[src/rtl/step_generator_pkg.sv]
// Shared types and field widths for the step generator: motion record layout and FSM states.
package step_generator_pkg;

  localparam int SegmentAxes = 4;
  localparam int AxisIncBits = 16;
  localparam int LoopsBits   = 32;
  localparam int PeriodBits  = 16;

  // Field order is MSB first, so loops lands at bit 0 of the record.
  typedef struct packed {
    logic [SegmentAxes-1:0][AxisIncBits-1:0] inc;
    logic [15-SegmentAxes:0]                 reserved;
    logic [SegmentAxes-1:0]                  dir;
    logic [PeriodBits-1:0]                   tick_period;
    logic [LoopsBits-1:0]                    loops;
  } segment_t;

  typedef enum logic [1:0] {IDLE, DIR_SETUP, RUN} state_t;

endpackage

[src/rtl/step_generator_axis.sv]
// One DDA axis: phase accumulator, carry-triggered fixed-width step pulse and, with
// STEP_GENERATOR_POSITION_EN defined, a signed position counter.
module step_axis
  import step_generator_pkg::*;
#(
  parameter int StepPulseCycles = 8
) (
  input  logic                   clk,
  input  logic                   rst,
  input  logic                   tick,
  input  logic [AxisIncBits-1:0] inc,
  input  logic                   dir,
  output logic                   step,
  output logic                   pulse_active
`ifdef STEP_GENERATOR_POSITION_EN
  ,
  output logic [31:0]            position
`endif
);

  localparam int WidthBits = $clog2(StepPulseCycles + 1);

  logic [AxisIncBits-1:0] acc_reg;
  logic [WidthBits-1:0]   width_reg;
  logic                   step_reg;
  logic [AxisIncBits:0]   sum;
  logic                   carry;

  assign sum   = {1'b0, acc_reg} + {1'b0, inc};
  assign carry = tick && sum[AxisIncBits];

  // step_reg is a flop so the pin never sees decode glitches from the width counter.
  always_ff @(posedge clk or posedge rst) begin
    if (rst) begin
      acc_reg   <= '0;
      width_reg <= '0;
      step_reg  <= 1'b0;
    end else begin
      if (tick) acc_reg <= sum[AxisIncBits-1:0];
      if (carry) begin
        width_reg <= WidthBits'(StepPulseCycles);
        step_reg  <= 1'b1;
      end else begin
        if (width_reg != '0) width_reg <= width_reg - 1'b1;
        step_reg <= (width_reg > WidthBits'(1));
      end
    end
  end

  assign step         = step_reg;
  assign pulse_active = step_reg;

`ifdef STEP_GENERATOR_POSITION_EN
  always_ff @(posedge clk or posedge rst) begin
    if (rst) position <= '0;
    else if (carry) position <= dir ? position + 32'd1 : position - 32'd1;
  end
`else
  logic unused_dir;
  assign unused_dir = dir;
`endif

endmodule

[src/rtl/step_generator.sv]
// Segment sequencer: fetches motion records, waits out direction setup, then ticks the
// per-axis DDAs. Optional position outputs are enabled by STEP_GENERATOR_POSITION_EN.
module step_generator
  import step_generator_pkg::*;
#(
  parameter  int Axes            = SegmentAxes,
  parameter  int StepPulseCycles = 8,
  parameter  int DirSetupCycles  = 16,
  localparam int RecordBits      = 64 + 16 * Axes
) (
  input  logic                  clk,
  input  logic                  rst,
  input  logic                  enable,
  input  logic                  fifo_empty,
  input  logic [RecordBits-1:0] fifo_data,
  output logic                  fifo_read_en,
  output logic [Axes-1:0]       step,
  output logic [Axes-1:0]       dir,
  output logic                  busy,
  output logic                  underrun
`ifdef STEP_GENERATOR_POSITION_EN
  ,
  output logic [Axes-1:0][31:0] position
`endif
);

  localparam logic [PeriodBits-1:0] MinPeriod = PeriodBits'(StepPulseCycles + 1);
  localparam logic [15:0]           SetupLast = 16'(DirSetupCycles - 1);

  state_t                          state_reg, state_next;
  logic [Axes-1:0]                 dir_reg;
  logic [Axes-1:0][AxisIncBits-1:0] inc_reg;
  logic [LoopsBits-1:0]            loops_left_reg;
  logic [PeriodBits-1:0]           period_reg;
  logic [PeriodBits-1:0]           tick_cnt_reg;
  logic [15:0]                     setup_cnt_reg;
  logic                            underrun_reg;
  logic [Axes-1:0]                 pulse_active;
  logic                            any_pulse;
  logic                            fetch;
  logic                            tick;
  logic                            unused_reserved;

  logic [LoopsBits-1:0]  rec_loops;
  logic [PeriodBits-1:0] rec_period;
  logic [Axes-1:0]       rec_dir;

  assign rec_loops       = fifo_data[31:0];
  assign rec_period      = fifo_data[47:32];
  assign rec_dir         = fifo_data[48 +: Axes];
  assign unused_reserved = ^fifo_data[63:48];
  assign any_pulse       = |pulse_active;

  always_ff @(posedge clk or posedge rst) begin
    if (rst) state_reg <= IDLE;
    else     state_reg <= state_next;
  end

  always_comb begin
    state_next = state_reg;
    fetch      = 1'b0;
    tick       = 1'b0;
    case (state_reg)
      IDLE: begin
        fetch = enable && !fifo_empty && !any_pulse;
        if (fetch && rec_loops != '0) state_next = DIR_SETUP;
      end
      DIR_SETUP: if (enable && setup_cnt_reg == SetupLast) state_next = RUN;
      RUN: begin
        tick = enable && (tick_cnt_reg == period_reg - 1'b1);
        if (tick && loops_left_reg == LoopsBits'(1)) state_next = IDLE;
      end
      default: state_next = IDLE;
    endcase
  end

  always_ff @(posedge clk or posedge rst) begin
    if (rst) begin
      dir_reg        <= '0;
      inc_reg        <= '0;
      loops_left_reg <= '0;
      period_reg     <= '0;
      tick_cnt_reg   <= '0;
      setup_cnt_reg  <= '0;
      underrun_reg   <= 1'b0;
    end else begin
      if (fetch) begin
        underrun_reg <= 1'b0;
        // A zero-length record is consumed without touching dir or the DDA state.
        if (rec_loops != '0) begin
          dir_reg        <= rec_dir;
          inc_reg        <= fifo_data[RecordBits-1:64];
          loops_left_reg <= rec_loops;
          period_reg     <= (rec_period < MinPeriod) ? MinPeriod : rec_period;
          setup_cnt_reg  <= '0;
        end
      end
      if (state_reg == DIR_SETUP && enable) begin
        setup_cnt_reg <= setup_cnt_reg + 1'b1;
        if (setup_cnt_reg == SetupLast) tick_cnt_reg <= '0;
      end
      if (state_reg == RUN && enable) begin
        if (tick) begin
          tick_cnt_reg   <= '0;
          loops_left_reg <= loops_left_reg - 1'b1;
          if (loops_left_reg == LoopsBits'(1) && fifo_empty) underrun_reg <= 1'b1;
        end else begin
          tick_cnt_reg <= tick_cnt_reg + 1'b1;
        end
      end
    end
  end

  for (genvar gi = 0; gi < Axes; gi++) begin : g_axis
    step_axis #(
      .StepPulseCycles(StepPulseCycles)
    ) u_axis (
      .clk         (clk),
      .rst         (rst),
      .tick        (tick),
      .inc         (inc_reg[gi]),
      .dir         (dir_reg[gi]),
      .step        (step[gi]),
      .pulse_active(pulse_active[gi])
`ifdef STEP_GENERATOR_POSITION_EN
      ,
      .position    (position[gi])
`endif
    );
  end

  // Gated by rst so a held reset never drains the FIFO.
  assign fifo_read_en = fetch && !rst;
  assign dir          = dir_reg;
  assign busy         = (state_reg != IDLE) || any_pulse;
  assign underrun     = underrun_reg;

endmodule
[config.mk]
export PLATFORM = sky130hd
export DESIGN_NAME = step_generator
export DESIGN_NICKNAME = d
export VERILOG_FILES = /design/src/rtl/step_generator_pkg.sv /design/src/rtl/step_generator_axis.sv /design/src/rtl/step_generator.sv
export SDC_FILE = /design/constraint.sdc
export NUM_CORES = 1
export LEC_CHECK = 0
export ABC_AREA = 1
export BUFFER_PORTS_ARGS = -buffer_cell sky130_fd_sc_hd__buf_4
export CORE_MARGIN = 10
export CORE_UTILIZATION = 50
export CTS_CLUSTER_DIAMETER = 150
export DETAILED_ROUTE_END_ITERATION = 12
export PLACE_DENSITY = 0.69
export SYNTH_ARGS = -nofsm -noshare
export SYNTH_HDL_FRONTEND = slang
export SYNTH_SLANG_ARGS = --single-unit
[constraint.sdc]
create_clock -name clk -period 8.1 [get_ports clk]
set_input_delay 0.81 -clock clk [delete_from_list [all_inputs] [get_ports clk]]
set_output_delay 0.81 -clock clk [all_outputs]
set_load 0.005 [all_outputs]
Word-level counts from Yosys, hierarchy flattened:

Cells that the tools add are included.
Widths: inputs -> output; s select.

* flip-flop bits (word level): 235
* bits of input ports: 132
* logic and storage cells: 120

* add/sub/neg operators: 12
* order comparisons: 5
* equality and inequality tests: 8
* multiplexer cells: 34
* reductions and logical operators: 38

Operators with widths (number)
* $mux 16: 8
* $mux 32: 4
* $add 16x16->17: 4
* $add 16x1->16 const B: 2
* $eq 32x1->1 const B: 1
* $mux 4: 8
* $reduce_bool 32->1: 1
* $sub 32x1->32 const B: 1
* $reduce_bool 2->1: 9
* $eq 16x16->1: 1
* $eq 16x4->1 const B: 1
* $gt 4x1->1 const B: 4
* $lt 16x4->1 const B: 1
* $reduce_bool 4->1: 4
* $sub 16x1->16 const B: 1
* $sub 4x1->4 const B: 4
* $logic_and 1x1->1: 14
* $mux 1: 10
* $mux 2: 3
* $ne 2x2->1 const B: 3
* $pmux 2 s3: 1
* $reduce_and 2->1: 3
* $reduce_or 4->1: 1
* $logic_not 1->1: 3
* 5 further kinds: 5

Logic depth before layout (Yosys ltp):

* word-level depth: 8
* depth in mapped cells: 17
* mapped depth without buffers: 15

Hierarchy:

A second synthesis with hierarchy kept.

* cell total of the unflattened synthesis: 2341
* area total of the unflattened synthesis: 16238.1 sq um

By module, submodules not included
* step_generator: instances 1, cells an instance 1213, area an instance 8665.8 sq um, sequential area each 3778.6 sq um
* step_axis: instances 4, cells an instance 282, area an instance 1893.1 sq um, sequential area each 525.5 sq um

Worst setup path after synthesis:

No wires, ideal clock.

* path kind: input to register
* start: input port fifo_data[15]
* end: register loops_left_reg[10]
* library setup time: 113 ps
* data arrival time: 2158 ps
* data required time: 7987 ps
* slack: 5829 ps
* stages on the path: 12
* path buffers: 2
* cells stage by stage: inv_1 nand4_1 nor2_1 nand4_1 nand3_1 clkbuf_1 buf_1 nor2_1 a21oi_1 nand2_1 nand2_1 inv_1

* cells in the longest elaborated chain, start to end: 5

RTL lines
* from (decl): line step_generator.sv:15 `input logic [RecordBits-1:0] fifo_data,`
* $reduce_bool 32->1 *: line step_generator.sv:90 `if (rec_loops != '0) begin`
* $mux 32 *: line step_generator.sv:90
* $mux 32 *: line step_generator.sv:87 `if (fetch) begin`
* $mux 32: line step_generator.sv:103 `if (tick) begin`
* $mux 32 *: line step_generator.sv:102 `if (state_reg == RUN && enable) begin`
* to (signal assigned): line step_generator.sv:93 `loops_left_reg <= rec_loops;`
* to (signal assigned): line step_generator.sv:105 `loops_left_reg <= loops_left_reg - 1'b1;`
* to (decl): line step_generator.sv:33 `logic [LoopsBits-1:0] loops_left_reg;`

Mark *: on every way between the ends. The rest lies on a longest branch, timed or not.
A chain may end at the register's enable or synchronous reset.

Final worst setup path:

* start: register period_reg[0]
* end: register g_axis[3].u_axis.width_reg[2]

* cells in the longest elaborated chain, start to end: 6

RTL lines
* from (decl): line step_generator.sv:34 `logic [PeriodBits-1:0] period_reg;`
* from (signal assigned): line step_generator.sv:94 `period_reg <= (rec_period < MinPeriod) ? MinPeriod : rec_period;`
* $sub 16x1->16 *: line step_generator.sv:70 `tick = enable && (tick_cnt_reg == period_reg - 1'b1);`
* $eq 16x16->1 *: line step_generator.sv:70
* $logic_and 1x1->1 *: line step_generator.sv:70
* $mux 1 *: line step_generator.sv:63 `case (state_reg)`
* $logic_and 1x1->1 *: line step_generator_axis.sv:30 `assign carry = tick && sum[AxisIncBits];`
* $mux 4 / $reduce_bool 2->1 (equally long branches)
* to (signal assigned): line step_generator_axis.sv:41 `width_reg <= WidthBits'(StepPulseCycles);`
* to (signal assigned): line step_generator_axis.sv:44 `if (width_reg != '0) width_reg <= width_reg - 1'b1;`
* to (decl): line step_generator_axis.sv:24 `logic [WidthBits-1:0] width_reg;`

Marked as above.

==> metrics.cfg <==
[pwr]
combPwrFrac_pct=49.1
clkPwrFrac_pct=19.7
pwr-share-seq_pct=31.2
ir_worst_vdd_mv=0.192
p_sw_share_pct=43.4
intPower_mw=3.28
p_leak_nw=9.49
powerDensity_nw_per_um2=324
p_switching_mw=2.51

[worst_setup_path]
cp_slowest_cell=nand3_2
r2r_start=period_reg[0]
r2r_setup_slack_ns=4.21
crit_type=register to register
cp.arrival_ns=4.31
r2r-end=g_axis[3].u_axis.width_reg[2]
r2r_cells=15
cpPeakStageDelay_ns=0.75
required_ns=8.52
crit_fanout=40
cp-start-kind=register
path_cells=inv_1 -> ha_1 -> nand2_1 -> nor2_2 -> nand3_1 -> nand2_1 -> nand2_1 -> nor2_1 -> nand3_1 -> nor2_4 -> buf_4 -> nand3_2 -> buf_4 -> nor2_1 -> nor2_1
endpoint_kind=register

[yosys]
async_flop_share_pct=100
syn_nets=2492
yosys.area_share.simple_pct=33.2
synth-seq-cells=235
synth.mux.area_fraction_pct=0
synth_top_family_by_area=simple AND/OR/NAND/NOR gates
synth_cell_type_count=39
synth_adder_area_share_pct=6.89
synth_top_flop_cell=dfrtp_1
synth_edf_count=0
yosysWarnings=0
avgSynthCellArea_um2=6.97
ys_seq_area_share_pct=37.1
synth_cells=2275
synth_area_um2=15900
synth_compound_area_share_pct=7.39
synth_xor_area_share_pct=5.58

[clock_tree]
cts-htree-levels=1
cts.path.max_buffers=3
cts_hold_buf=0
clk_latency_ns=0.54
cts_buffers=27
cts_resized=0
cts_tree=done
post_cts_buffers=0
clockRootBuffer=clkbuf_16
cts_sinks=235
clk_pin_slew_worst_paths_ns=0.06

[run]
drv_cap=0

[cells_and_area]
area_delta_synth_final_pct=12.8
fin_util_pct=57.0
fin_area_um2=17900
mostFrequentLayoutCells=nand2_1, inv_1, dfrtp_1, nor2_1, buf_4
nFillCells=3076
final_common_cell=nand2_1
nets=2579
fin_cells=2782
drive_gt1_share_pct=8.15
antennaDiodeCount=0

[sta]
period_needed_ns=3.89
clock-skew-final_ns=0.0114
setup_slack_ns=4.21
grt_setup_unrepaired=no
max-slew-margin-rel_pct=31.2
fin_setup_tns_ns=0
max_freq_mhz=257
setup_violations=0
fin_crit_sh_pct=48.0
finalHoldViolations=0
maxSlewViolCount=0
worst_slew_pin_slew_ns=1.03

[placed_design]
gp_congestion=0.939
dp_slack_ns=4.19
port_buffers=130
placed_area_um2=17100
dp_hpwl_mm=28.1
dp_cells=2735

[min_path]
hold_class=primary input to async pin

[run_status]
status=complete, no violations

[route]
wire_per_inst_um=14.3
dr.pass1.iters=5
ant_nets=0
routed-via-count=14500
finalWirelength_mm=39.9
drc=0
viasPerCell=5.22
drt_iter0_drc=956

[floorplanning]
dieArea_um2=39300
coreArea_um2=31400
initial_core_util_pct=50.5
die_x_um=198
rows=65
pin_count=143
dieHeight_um=198

[grt]
grt_max_degree=118
grt_pass1_vias=14500
grt_use_total_pct=20.7
grt_antenna_before_repair=0
grt_pass1_wl_mm=69.0
gr-total-overflow=0

## cell families (layout without fill, tap and decap cells)
family | after synthesis | in the layout
adders and majority gates | 85 | 85
buffers and inverters | 402 | 507
AOI/OAI and AO/OA | 219 | 219
DFF | 235 | 235
xor gates and xnor gates | 101 | 101
and+or+nand+nor | 1233 | 1233
## worst max-delay path: cells and delay by family (launching register included)
family,cells,cell delay [ns]
adders and majority gates,1,0.27
DFF,1,0.38
and+or+nand+nor,11,1.95
buffers and inverters,3,1.13
## per-layer routing
metal	vias up	share of wire [%]	track usage [%]
met5	-	0	0
met4	0	2.5	5.87
met3	63	4.6	3.29
met2	280	47	35.2
met1	6776	46	26.5
li1	7409	-	-
## layout make-up
cell class	count	area [um2]	area share, %
tap	402	503	2.81
clock buffer	44	759	4.25
inverter	318	1200	6.71
timing repair buffer	142	1070	5.96
sequential	235	5880	32.9
multi-input combinational	1638	8440	47.2
clock inverter	3	40.0	0.224
## power by group through the flow
| stage | Sequential (mW) | Clock (mW) | Combinational, mW |
|---|---|---|---|
| floorplan | 1.70 | 0 | 2.30 |
| global placement | 1.81 | 0 | 2.78 |
| detailed placement | 1.82 | 0 | 2.82 |
| CTS | 1.81 | 1.17 | 2.84 |
| global route | 1.85 | 1.22 | 3.32 |
| finish | 1.81 | 1.14 | 2.85 |
## how the worst max path moves through the flow
stage	startpoint	to	slack [ns]	cells past startpoint
CTS	period_reg[0]	g_axis[3].u_axis.width_reg[0]	4.17	15
global route	period_reg[0]	g_axis[3].u_axis.width_reg[0]	3.78	15
global placement	period_reg[0]	g_axis[1].u_axis.width_reg[2]	4.21	15
detailed placement	period_reg[0]	g_axis[1].u_axis.width_reg[1]	4.19	15
floorplan	rst	dir[0]	0.84	1
finish	period_reg[0]	g_axis[3].u_axis.width_reg[2]	4.21	15
## synthesized netlist by cell type, types with 7 or more instances
cell      count  share of area, %
clkbuf_1     53               1.3
nand3_1     106               3.3
inv_1       317               7.5
nand3b_1     20              0.95
buf_4        10              0.47
nor4_1        9              0.35
xnor2_1      57               3.1
ha_1         81               6.4
a21oi_1      86               2.7
nor2_1      181               4.3
nor3_1       21              0.66
nand4_1     126               5.0
dfrtp_1     235                37
or2_2         7              0.28
buf_2        14              0.44
xor2_1       44               2.4
o21ai_0      99               3.1
a21o_1        7              0.33
nand2_1     752                18
## through the flow
step | total power, mW | hold slack, ns
2_1_floorplan | 4.00 | 0.450
3_3_place_gp | 4.59 | 0.464
3_5_place_dp | 4.64 | 0.474
4_1_cts | 5.82 | 0.435
5_1_grt | 6.39 | 0.439
6_report | 5.80 | 0.450
No activity file was read; power rests on OpenSTA's default activity.
